## src/rtl/riscv_hwlp_pkg.sv

```systemverilog
// riscv_hwlp_pkg: shared constants and FSM state type for the hardware-loop controller
// Holds the default loop count, loop-index width, address width and controller state enum.
package riscv_hwlp_pkg;
    localparam int N_HWLP_DEFAULT      = 2;
    localparam int N_HWLP_BITS_DEFAULT = $clog2(N_HWLP_DEFAULT);
    localparam int HWLP_ADDR_W         = 32;

    typedef enum logic {
        IDLE     = 1'b0,
        JUMP_REQ = 1'b1
    } hwlp_ctrl_state_e;
endpackage

```

## src/rtl/riscv_hwlp_match.sv

```systemverilog
// riscv_hwlp_match: per-loop end-address comparators plus lowest-index priority encoder
// Ports:
//   current_pc_i    - PC of the instruction in ID
//   instr_valid_i   - ID instruction valid
//   hwlp_end_addr_i - packed loop end addresses, loop i at [32i+31:32i]
//   hwlp_counter_i  - packed remaining iteration counts, same packing
//   match_any_o     - at least one active loop ends at current_pc_i
//   sel_o           - lowest matching loop index (loop 0 is innermost)
//   last_iter_o     - the selected loop's counter equals 1
module riscv_hwlp_match
    import riscv_hwlp_pkg::*;
#(
    parameter int N_HWLP      = N_HWLP_DEFAULT,
    parameter int N_HWLP_BITS = N_HWLP_BITS_DEFAULT
) (
    input  logic [HWLP_ADDR_W-1:0]        current_pc_i,
    input  logic                          instr_valid_i,
    input  logic [N_HWLP*HWLP_ADDR_W-1:0] hwlp_end_addr_i,
    input  logic [N_HWLP*HWLP_ADDR_W-1:0] hwlp_counter_i,
    output logic                          match_any_o,
    output logic [N_HWLP_BITS-1:0]        sel_o,
    output logic                          last_iter_o
);
    logic [HWLP_ADDR_W-1:0] cnt [N_HWLP];
    logic [N_HWLP-1:0]      match;

    for (genvar g = 0; g < N_HWLP; g++) begin : g_cmp
        assign cnt[g]   = hwlp_counter_i[g*HWLP_ADDR_W +: HWLP_ADDR_W];
        // a zero counter marks the loop as inactive
        assign match[g] = instr_valid_i
                          && (current_pc_i == hwlp_end_addr_i[g*HWLP_ADDR_W +: HWLP_ADDR_W])
                          && (cnt[g] != '0);
    end

    // descending scan so the lowest matching index is the final assignment
    always_comb begin
        match_any_o = 1'b0;
        sel_o       = '0;
        for (int i = N_HWLP - 1; i >= 0; i--) begin
            if (match[i]) begin
                match_any_o = 1'b1;
                sel_o       = N_HWLP_BITS'(i);
            end
        end
    end

    assign last_iter_o = (cnt[sel_o] == HWLP_ADDR_W'(1));
endmodule

```

## src/rtl/riscv_hwloop_controller.sv

```systemverilog
// riscv_hwloop_controller: hardware-loop end detection, counter decrement and prefetcher jump request
// Optional feature macro: RISCV_HWLP_PERF_CNT_EN adds hwlp_jump_cnt_o (saturating count of acknowledged jumps).
// Ports:
//   clk, rst_n        - clock, synchronous active-low reset
//   current_pc_i      - PC of the instruction in ID
//   instr_valid_i     - ID instruction valid and retiring this cycle
//   hwlp_start_addr_i - packed loop start addresses
//   hwlp_end_addr_i   - packed loop end addresses
//   hwlp_counter_i    - packed remaining iteration counts
//   jump_ack_i        - prefetcher accepted the pending jump
//   hwlp_dec_cnt_o    - one-hot decrement request (combinational, IDLE only)
//   hwlp_jump_o       - registered jump request
//   hwlp_targ_addr_o  - jump target, zero outside JUMP_REQ
//   hwlp_busy_o       - high while in JUMP_REQ
//   hwlp_jump_cnt_o   - acknowledged jump count (RISCV_HWLP_PERF_CNT_EN only)
module riscv_hwloop_controller
    import riscv_hwlp_pkg::*;
#(
    parameter int N_HWLP      = N_HWLP_DEFAULT,
    parameter int N_HWLP_BITS = N_HWLP_BITS_DEFAULT
) (
    input  logic                          clk,
    input  logic                          rst_n,
    input  logic [HWLP_ADDR_W-1:0]        current_pc_i,
    input  logic                          instr_valid_i,
    input  logic [N_HWLP*HWLP_ADDR_W-1:0] hwlp_start_addr_i,
    input  logic [N_HWLP*HWLP_ADDR_W-1:0] hwlp_end_addr_i,
    input  logic [N_HWLP*HWLP_ADDR_W-1:0] hwlp_counter_i,
    input  logic                          jump_ack_i,
    output logic [N_HWLP-1:0]             hwlp_dec_cnt_o,
    output logic                          hwlp_jump_o,
    output logic [HWLP_ADDR_W-1:0]        hwlp_targ_addr_o,
`ifdef RISCV_HWLP_PERF_CNT_EN
    output logic [31:0]                   hwlp_jump_cnt_o,
`endif
    output logic                          hwlp_busy_o
);
    hwlp_ctrl_state_e       state_q, state_d;
    logic [HWLP_ADDR_W-1:0] targ_q, targ_d;
    logic                   match_any;
    logic [N_HWLP_BITS-1:0] sel;
    logic                   last_iter;

    riscv_hwlp_match #(
        .N_HWLP      (N_HWLP),
        .N_HWLP_BITS (N_HWLP_BITS)
    ) u_match (
        .current_pc_i    (current_pc_i),
        .instr_valid_i   (instr_valid_i),
        .hwlp_end_addr_i (hwlp_end_addr_i),
        .hwlp_counter_i  (hwlp_counter_i),
        .match_any_o     (match_any),
        .sel_o           (sel),
        .last_iter_o     (last_iter)
    );

    // a pending jump is committed: matches and register-file updates are ignored until ack
    always_comb begin
        state_d        = state_q;
        targ_d         = targ_q;
        hwlp_dec_cnt_o = '0;
        if (state_q == IDLE) begin
            if (match_any) begin
                hwlp_dec_cnt_o[sel] = 1'b1;
                if (!last_iter) begin
                    state_d = JUMP_REQ;
                    targ_d  = hwlp_start_addr_i[sel*HWLP_ADDR_W +: HWLP_ADDR_W];
                end
            end
        end else if (jump_ack_i) begin
            state_d = IDLE;
        end
    end

    always_ff @(posedge clk) begin
        if (!rst_n) begin
            state_q <= IDLE;
            targ_q  <= '0;
        end else begin
            state_q <= state_d;
            targ_q  <= targ_d;
        end
    end

    assign hwlp_jump_o      = (state_q == JUMP_REQ);
    assign hwlp_busy_o      = (state_q == JUMP_REQ);
    assign hwlp_targ_addr_o = (state_q == JUMP_REQ) ? targ_q : '0;

`ifdef RISCV_HWLP_PERF_CNT_EN
    logic [31:0] jump_cnt_q, jump_cnt_d;

    always_comb begin
        jump_cnt_d = (hwlp_jump_o && jump_ack_i && jump_cnt_q != '1) ? jump_cnt_q + 32'd1 : jump_cnt_q;
    end

    always_ff @(posedge clk) begin
        if (!rst_n) jump_cnt_q <= '0;
        else        jump_cnt_q <= jump_cnt_d;
    end

    assign hwlp_jump_cnt_o = jump_cnt_q;
`endif
endmodule
```

## config.mk

```make
export PLATFORM = sky130hd
export DESIGN_NAME = riscv_hwloop_controller
export DESIGN_NICKNAME = d
export VERILOG_FILES = /design/src/rtl/riscv_hwlp_pkg.sv /design/src/rtl/riscv_hwlp_match.sv /design/src/rtl/riscv_hwloop_controller.sv
export SDC_FILE = /design/constraint.sdc
export NUM_CORES = 1
export LEC_CHECK = 0
export CORE_MARGIN = 5
export CORE_UTILIZATION = 32
export DETAILED_ROUTE_END_ITERATION = 8
export HOLD_SLACK_MARGIN = 0.02
export MAX_ROUTING_LAYER = met4
export PLACE_DENSITY = 0.81
export SYNTH_ARGS = -nofsm -noshare
export SYNTH_HDL_FRONTEND = slang
export SYNTH_SLANG_ARGS = --single-unit
```

## constraint.sdc

```tcl
create_clock -name clk -period 3.29 [get_ports clk]
set_clock_uncertainty 0.05 [all_clocks]
set_input_delay 0.658 -clock clk [delete_from_list [all_inputs] [get_ports clk]]
set_output_delay 0.658 -clock clk [all_outputs]
set_load 0.01 [all_outputs]
```

==> results.ini, run 1 <==
[synth]
yosys.area.top_type = dfxtp_1
synth-simple-area-share = 0.2811
synthArstFlopShare = 0
syn_nets = 562
yosysMostFrequentCell = nor2_1
ys_seq_elements = 33
ys_warn_count = 0
synth_edf_count = 0
synth-compound-area-share = 0.1323
ys.flop_type = dfxtp_1
synth_area_um2 = 2952
synth_xor_area_frac = 0.1929
synth_top_family_by_area = simple AND/OR/NAND/NOR gates
ys_types = 31
synth_commonest_cells = nor2_1, xor2_1, dfxtp_1, and2_1, mux2i_1
syn_inst = 334
netlist_top_cells_area = dfxtp_1, a211oi_2, xor2_1, mux2i_1, xnor2_1
synthAdderAreaFrac = 0
synthMuxAreaShare = 0.1174
avgSynthCellArea_um2 = 8.837
synth_top_area_frac = 0.2238
seq_area_frac_synth = 0.2238

[detailed_routing]
drtAntennaViolNets = 0
wl_um = 14450
drtPass1Iterations = 4
viasPerCell = 4.999
route.met2.wl_um = 7763
vias = 3824
drcViolationCount = 0
wire_per_inst_um = 18.89
highest_layer = met4
m1WireLength_um = 5286
drt_iter0_markers = 118
dr_wl_met3_um = 1059

[setup_path]
startpoint_type = primary input
cp_num_buf_inv = 2
slowest_delay_ns = 0.57
path_cells = clkdlybuf4s50_1 > xor2_1 > nor4_2 > nand3b_1 > or4_4 > nand2_2 > nor2_2 > buf_2
path_delay_family = simple AND/OR/NAND/NOR gates
worstPathArrival_ns = 2.63
path_max_fanout = 2
critPathCaptureType = output port
worstSetupPathType = in2out
crit_path_top_delay_cell = or4_4
cp.required_ns = 2.58

[floorplan]
die_y_um = 106.0
io_pins = 264
die_area_um2 = 11240
fp-row-count = 35
core-area_um2 = 9109
initial_core_util = 0.3240
die_w_um = 106.0

[cts]
clock-root-buffer = clkbuf_8
cts_tree = done
cts_buffer_depth = 2
clock_sinks = 33
cts_made_buffers = 5
clkLatencyLatePin_ns = 0.28
path_clk_slew_ns = 0.07
hold_buffers = 0
htreeDepth = 2

[layout]
nNetsFinal = 880
layout-drive-gt1-share = 0.2557
layout.area.seq_um2 = 660.6
final_cells = 765
area_delta_synth_final_pct = 127.8
fill_cells = 661
multi_input_area_um2 = 2532

[grt]
grt_usage = 0.2243
antenna_found_initial = 1
overflow = 0
grt_max_degree = 33
grt_pass1_vias = 3959
grt_pass1_wl_um = 19620

[sta]
slew_viol_final = 0
worst_slack_ns = -0.04860
fin_crit_sh = 1.015
fin_crit_ns = 3.339
fin_setup_tns_ns = -0.06730
tightest_slew_ns = 0.6110
setup_viol = 2
max_slew_margin = 0.5921
hold_violations = 0
max_freq_mhz = 299.5

[placed_design]
hpwl_um = 11750
placedCellCount = 754
port_buffers = 263
place_congestion = 0.9328
dp_slack_ns = -0.7040

[pwr]
power_density_nw_per_um2 = 186.6
p_leak_nw = 3.096
peakVddDrop_v = 0.0001287

[run]
drv_cap = 0

[hold_path]
hold_path_class = reg2reg

[status]
status = complete, but fails checks
violations = setup timing

## per-stage QoR
stage	utilization	hold slack (ns)	cell area [um^2]	total power (W)
6_report	0.7380	0.4483	6723	0.001254
5_1_grt	0.7380	0.4728	6723	0.001313
4_1_cts	0.6918	0.4495	6301	0.001217
3_5_place_dp	0.6738	0.4392	6137	0.0009209
3_3_place_gp	0.6738	0.4372	6137	0.0009138
2_1_floorplan	-	0.4237	2952	0.0005233
## where the power goes
part / switching (W) / internal [W] / leakage, nW
clock: 0.000145 / 0.000146 / 0.0439
sequential: 0.000000000000266 / 0.000399 / 0.266
combinational: 0.000202 / 0.000362 / 2.79
## tightest hold or removal path: stages (launching register included)
cell and delay [ns]:
dfxtp_1 0.31, nor2_1 0.09, a211oi_1 0.05
## flip-flops by register name, indices dropped and copies added, names as in the netlist
signal,count
targ_q,32
hwlp_busy_o,1
## cell families (layout without fill, tap and decap cells)
kind of cell    after synthesis  after routing
buf+inv                      21            340
other cells                   0              1
simple gates                146            146
compound gates               35             35
flops                        33             33
xor+xnor                     65             65
mux                          34             34
## placed cells by master, fill, tap and decap left out, types with 14 or more instances in the layout
master	netlist	layout
clkdlybuf4s50_1	0	191
buf_4	1	57
dlymetal6s2s_1	0	52
nor2_1	39	38
dfxtp_1	33	33
and2_1	32	32
mux2i_1	32	32
a211oi_2	27	27
nor4_1	31	22
xor2_1	37	21
xnor2_2	0	21
nand4_1	18	18
xor2_2	0	14
## layout make-up
class,count,area share
flip-flops and latches,33,0.09827
repair buffers,329,0.4895
well taps,111,0.02066
clock inverters,3,0.002606
inverters,3,0.001675
clock buffers,5,0.01024
diodes,1,0.0003722
multi-input cells,280,0.3767
## layer usage
layer	vias up	track usage
met5	-	-
met1	1800	0.2362
met4	0	0.05920
met2	163	0.4176
met3	26	0.05525
li1	1835	-
## path summary, 6_finish.rpt
| check | startpoint | endpoint | slack, ns | depth (start not counted) |
|---|---|---|---|---|
| max | hwlp_end_addr_i[10] | hwlp_dec_cnt_o[1] | -0.05 | 8 |
| min | targ_q[0] | targ_q[0] | 0.45 | 2 |
| max reg2reg | hwlp_busy_o | targ_q[6] | 1.46 | 6 |
| min reg2reg | targ_q[0] | targ_q[0] | 0.45 | 2 |
## repair_timing
action | 4_1_cts | 5_1_grt
gates cloned | 0 | 0
buffers inserted | 2 | 0
setup endpoints to repair | 9 | 33
gates resized for setup | 41 | 114
pin swaps | 17 | 38
(Power assumes the default switching activity.)
==> inputs of run 2 (changes only) <==
--- a/config.mk
+++ b/config.mk
@@ -5,12 +5,13 @@
 export SDC_FILE = /design/constraint.sdc
 export NUM_CORES = 1
 export LEC_CHECK = 0
-export CORE_MARGIN = 5
-export CORE_UTILIZATION = 32
+export CORE_AREA = 5 5 100 102
 export DETAILED_ROUTE_END_ITERATION = 8
+export DIE_AREA = 0 0 105 107
+export DONT_BUFFER_PORTS = 1
 export HOLD_SLACK_MARGIN = 0.02
 export MAX_ROUTING_LAYER = met4
-export PLACE_DENSITY = 0.81
+export PLACE_DENSITY = 0.46
 export SYNTH_ARGS = -nofsm -noshare
 export SYNTH_HDL_FRONTEND = slang
 export SYNTH_SLANG_ARGS = --single-unit
==> results.ini, run 2 (same netlist as run 1, synthesis figures left out) <==
[status]
status = completed  ; was complete, but fails checks

[cts]
path_clk_slew_ns = 0.06  ; was 0.07 ns
clock_sinks = 33  ; unchanged
hold_buffers = 0  ; unchanged
cts_buffer_depth = 2  ; unchanged
cts_tree = done  ; unchanged
cts_made_buffers = 5  ; unchanged
htreeDepth = 2  ; unchanged
post-cts-setup-buffers = 0  ; was 2
clock-root-buffer = clkbuf_8  ; unchanged
clkLatencyLatePin_ns = 0.28  ; about the same
cts_resized = 0  ; was 41

[layout]
fill_cells = 955  ; was 661
post-route-cell-area_um2 = 3143  ; was 6723 um^2
nNetsFinal = 558  ; was 880
largest_register_ffs = 32  ; unchanged
area_delta_synth_final_pct = 6.486  ; was 127.8%
layout-drive-gt1-share = 0.1390  ; was 0.2557
layout_commonest_cell = nor2_1  ; was clkdlybuf4s50_1
layout_common_cells = nor2_1, xor2_1, dfxtp_1, and2_1, mux2i_1  ; was clkdlybuf4s50_1, buf_4, dlymetal6s2s_1, nor2_1, dfxtp_1
largest_register = targ_q  ; unchanged
diodes = 0  ; was 1

[floorplan]
die_y_um = 107  ; was 106.0 um
die_w_um = 105  ; was 106.0 um
fp-row-count = 35  ; unchanged
core-area_um2 = 9021  ; was 9109 um^2
die_area_um2 = 11240  ; about the same
io_pins = 264  ; unchanged
initial_core_util = 0.3272  ; was 0.3240

[setup_path]
startpoint_type = primary input  ; unchanged
cp.required_ns = 2.58  ; about the same
path_max_fanout = 2  ; unchanged
worstSetupPathType = in2out  ; unchanged
worstPathArrival_ns = 2.38  ; was 2.63 ns
critPathCaptureType = output port  ; unchanged

[sta]
max_slew_margin = 0.3999  ; was 0.5921
setup_viol = 0  ; was 2
fin_setup_tns_ns = 0  ; was -0.06730 ns
slew_viol_final = 0  ; unchanged
hold_violations = 0  ; unchanged
tightest_slew_ns = 0.8989  ; was 0.6110 ns
fin_crit_ns = 3.090  ; was 3.339 ns
rsz0062_at_grt = false
fin_crit_sh = 0.9392  ; was 1.015
max_freq_mhz = 323.6  ; was 299.5 MHz

[grt]
grt_pass1_wl_um = 15190  ; was 19620 um
antenna_found_initial = 0  ; was 1
grt_usage = 0.1742  ; was 0.2243
overflow = 0  ; unchanged
grt_pass1_vias = 2827  ; was 3959
grt_max_degree = 35  ; was 33

[detailed_routing]
drcViolationCount = 0  ; unchanged
wire_per_inst_um = 23.46  ; was 18.89 um
drt_iter0_markers = 63  ; was 118
drtAntennaViolNets = 0  ; unchanged
wl_um = 10370  ; was 14450 um
drtPass1Iterations = 4  ; unchanged
viasPerCell = 5.839  ; was 4.999
vias = 2581  ; was 3824

[run]
drv_cap = 0  ; unchanged

[hold_path]
hold_path_class = reg2reg  ; unchanged

[pwr]
power.internal_w = 0.0007136  ; was 0.0009073 W
p_switching_w = 0.0002270  ; was 0.0003471 W
pwr-share-seq = 0.425  ; was 0.318
pwr-share-comb = 0.161  ; was 0.450
power_density_nw_per_um2 = 299.3  ; was 186.6 nW/um^2
p_leak_nw = 1.150  ; was 3.096 nW
swShare = 0.2414  ; was 0.2767
peakVddDrop_v = 0.0001367  ; was 0.0001287 V
pwr-share-clk = 0.414  ; was 0.232

[placed_design]
port_buffers = 0  ; was 263
hpwl_um = 9082  ; was 11750 um
place_congestion = 0.9046  ; was 0.9328
placed_cell_area_um2 = 3027  ; was 6137 um^2

-- run 2: cell types whose count changed in the layout (fill, tap and decap cells not counted), moves of 7 or more --
cell,delta
xor2_2,-14
xnor2_2,-21
clkdlybuf4s50_1,-191
clkbuf_2,-7
dlygate4sd2_1,-7
buf_4,-52
nor4_1,+9
xor2_1,+16
xnor2_1,+21
dlymetal6s2s_1,-52
nor4_2,-7
-- run 2: through the flow --
stage / cells / setup slack [ns] / hold WS (ns) / power [W] / utilization
final: 442 / 0.2000 / 0.4501 / 0.0009406 / 0.3484
after floorplan: 334 / 0.4797 / 0.4237 / 0.0005233 / -
after global routing: 442 / 0.1623 / 0.4824 / 0.0009800 / 0.3484
after CTS: 442 / 0.2012 / 0.4508 / 0.0009533 / 0.3484
after global placement: 434 / 0.1521 / 0.4383 / 0.0005617 / 0.3355
after detailed placement: 434 / 0.1846 / 0.4414 / 0.0005614 / 0.3355
-- run 2: worst paths after layout --
| kind | slack, ns | endpoint | cells after the start | start |
|---|---|---|---|---|
| min reg2reg | 0.45 | targ_q[2] | 2 | targ_q[2] |
| max reg2reg | 1.21 | targ_q[4] | 5 | hwlp_busy_o |
| min | 0.45 | targ_q[2] | 2 | targ_q[2] |
| max | 0.20 | hwlp_dec_cnt_o[1] | 7 | hwlp_end_addr_i[57] |
-- run 2: power groups by stage --
stage / registers (W) / clock network (W) / logic (W)
final: 0.000399 / 0.000390 / 0.000152
after CTS: 0.000399 / 0.000401 / 0.000153
after global placement: 0.000408 / 0 / 0.000153
after global routing: 0.000399 / 0.000416 / 0.000165
after floorplan: 0.000408 / 0 / 0.000115
after detailed placement: 0.000408 / 0 / 0.000153
-- run 2: layout make-up --
cell class                      instances  area, um^2  area share
Sequential cell                        33       660.6      0.2102
Tap cell                              111       138.9     0.04419
Clock inverter                          1       30.03    0.009554
Inverter                                3       11.26    0.003583
Timing Repair Buffer                    7       77.57     0.02468
Clock buffer                            7       86.33     0.02747
Multi-Input combinational cell        280        2138      0.6803
-- run 2: critical path, stage by stage --
cell,delay (ns)
xnor2_1,0.28
nand4_1,0.13
or4_1,0.55
nor4_1,0.29
buf_4,0.17
nand2_1,0.05
nor2_1,0.25
-- run 2: metal layers --
metal | vias to the layer above | wire, um | global-route usage
li1 | 1207 | - | -
met1 | 1203 | 4006 | 0.1909
met2 | 153 | 5286 | 0.2986
met3 | 18 | 815 | 0.05479
met4 | 0 | 261 | 0.06119
met5 | - | 0 | -
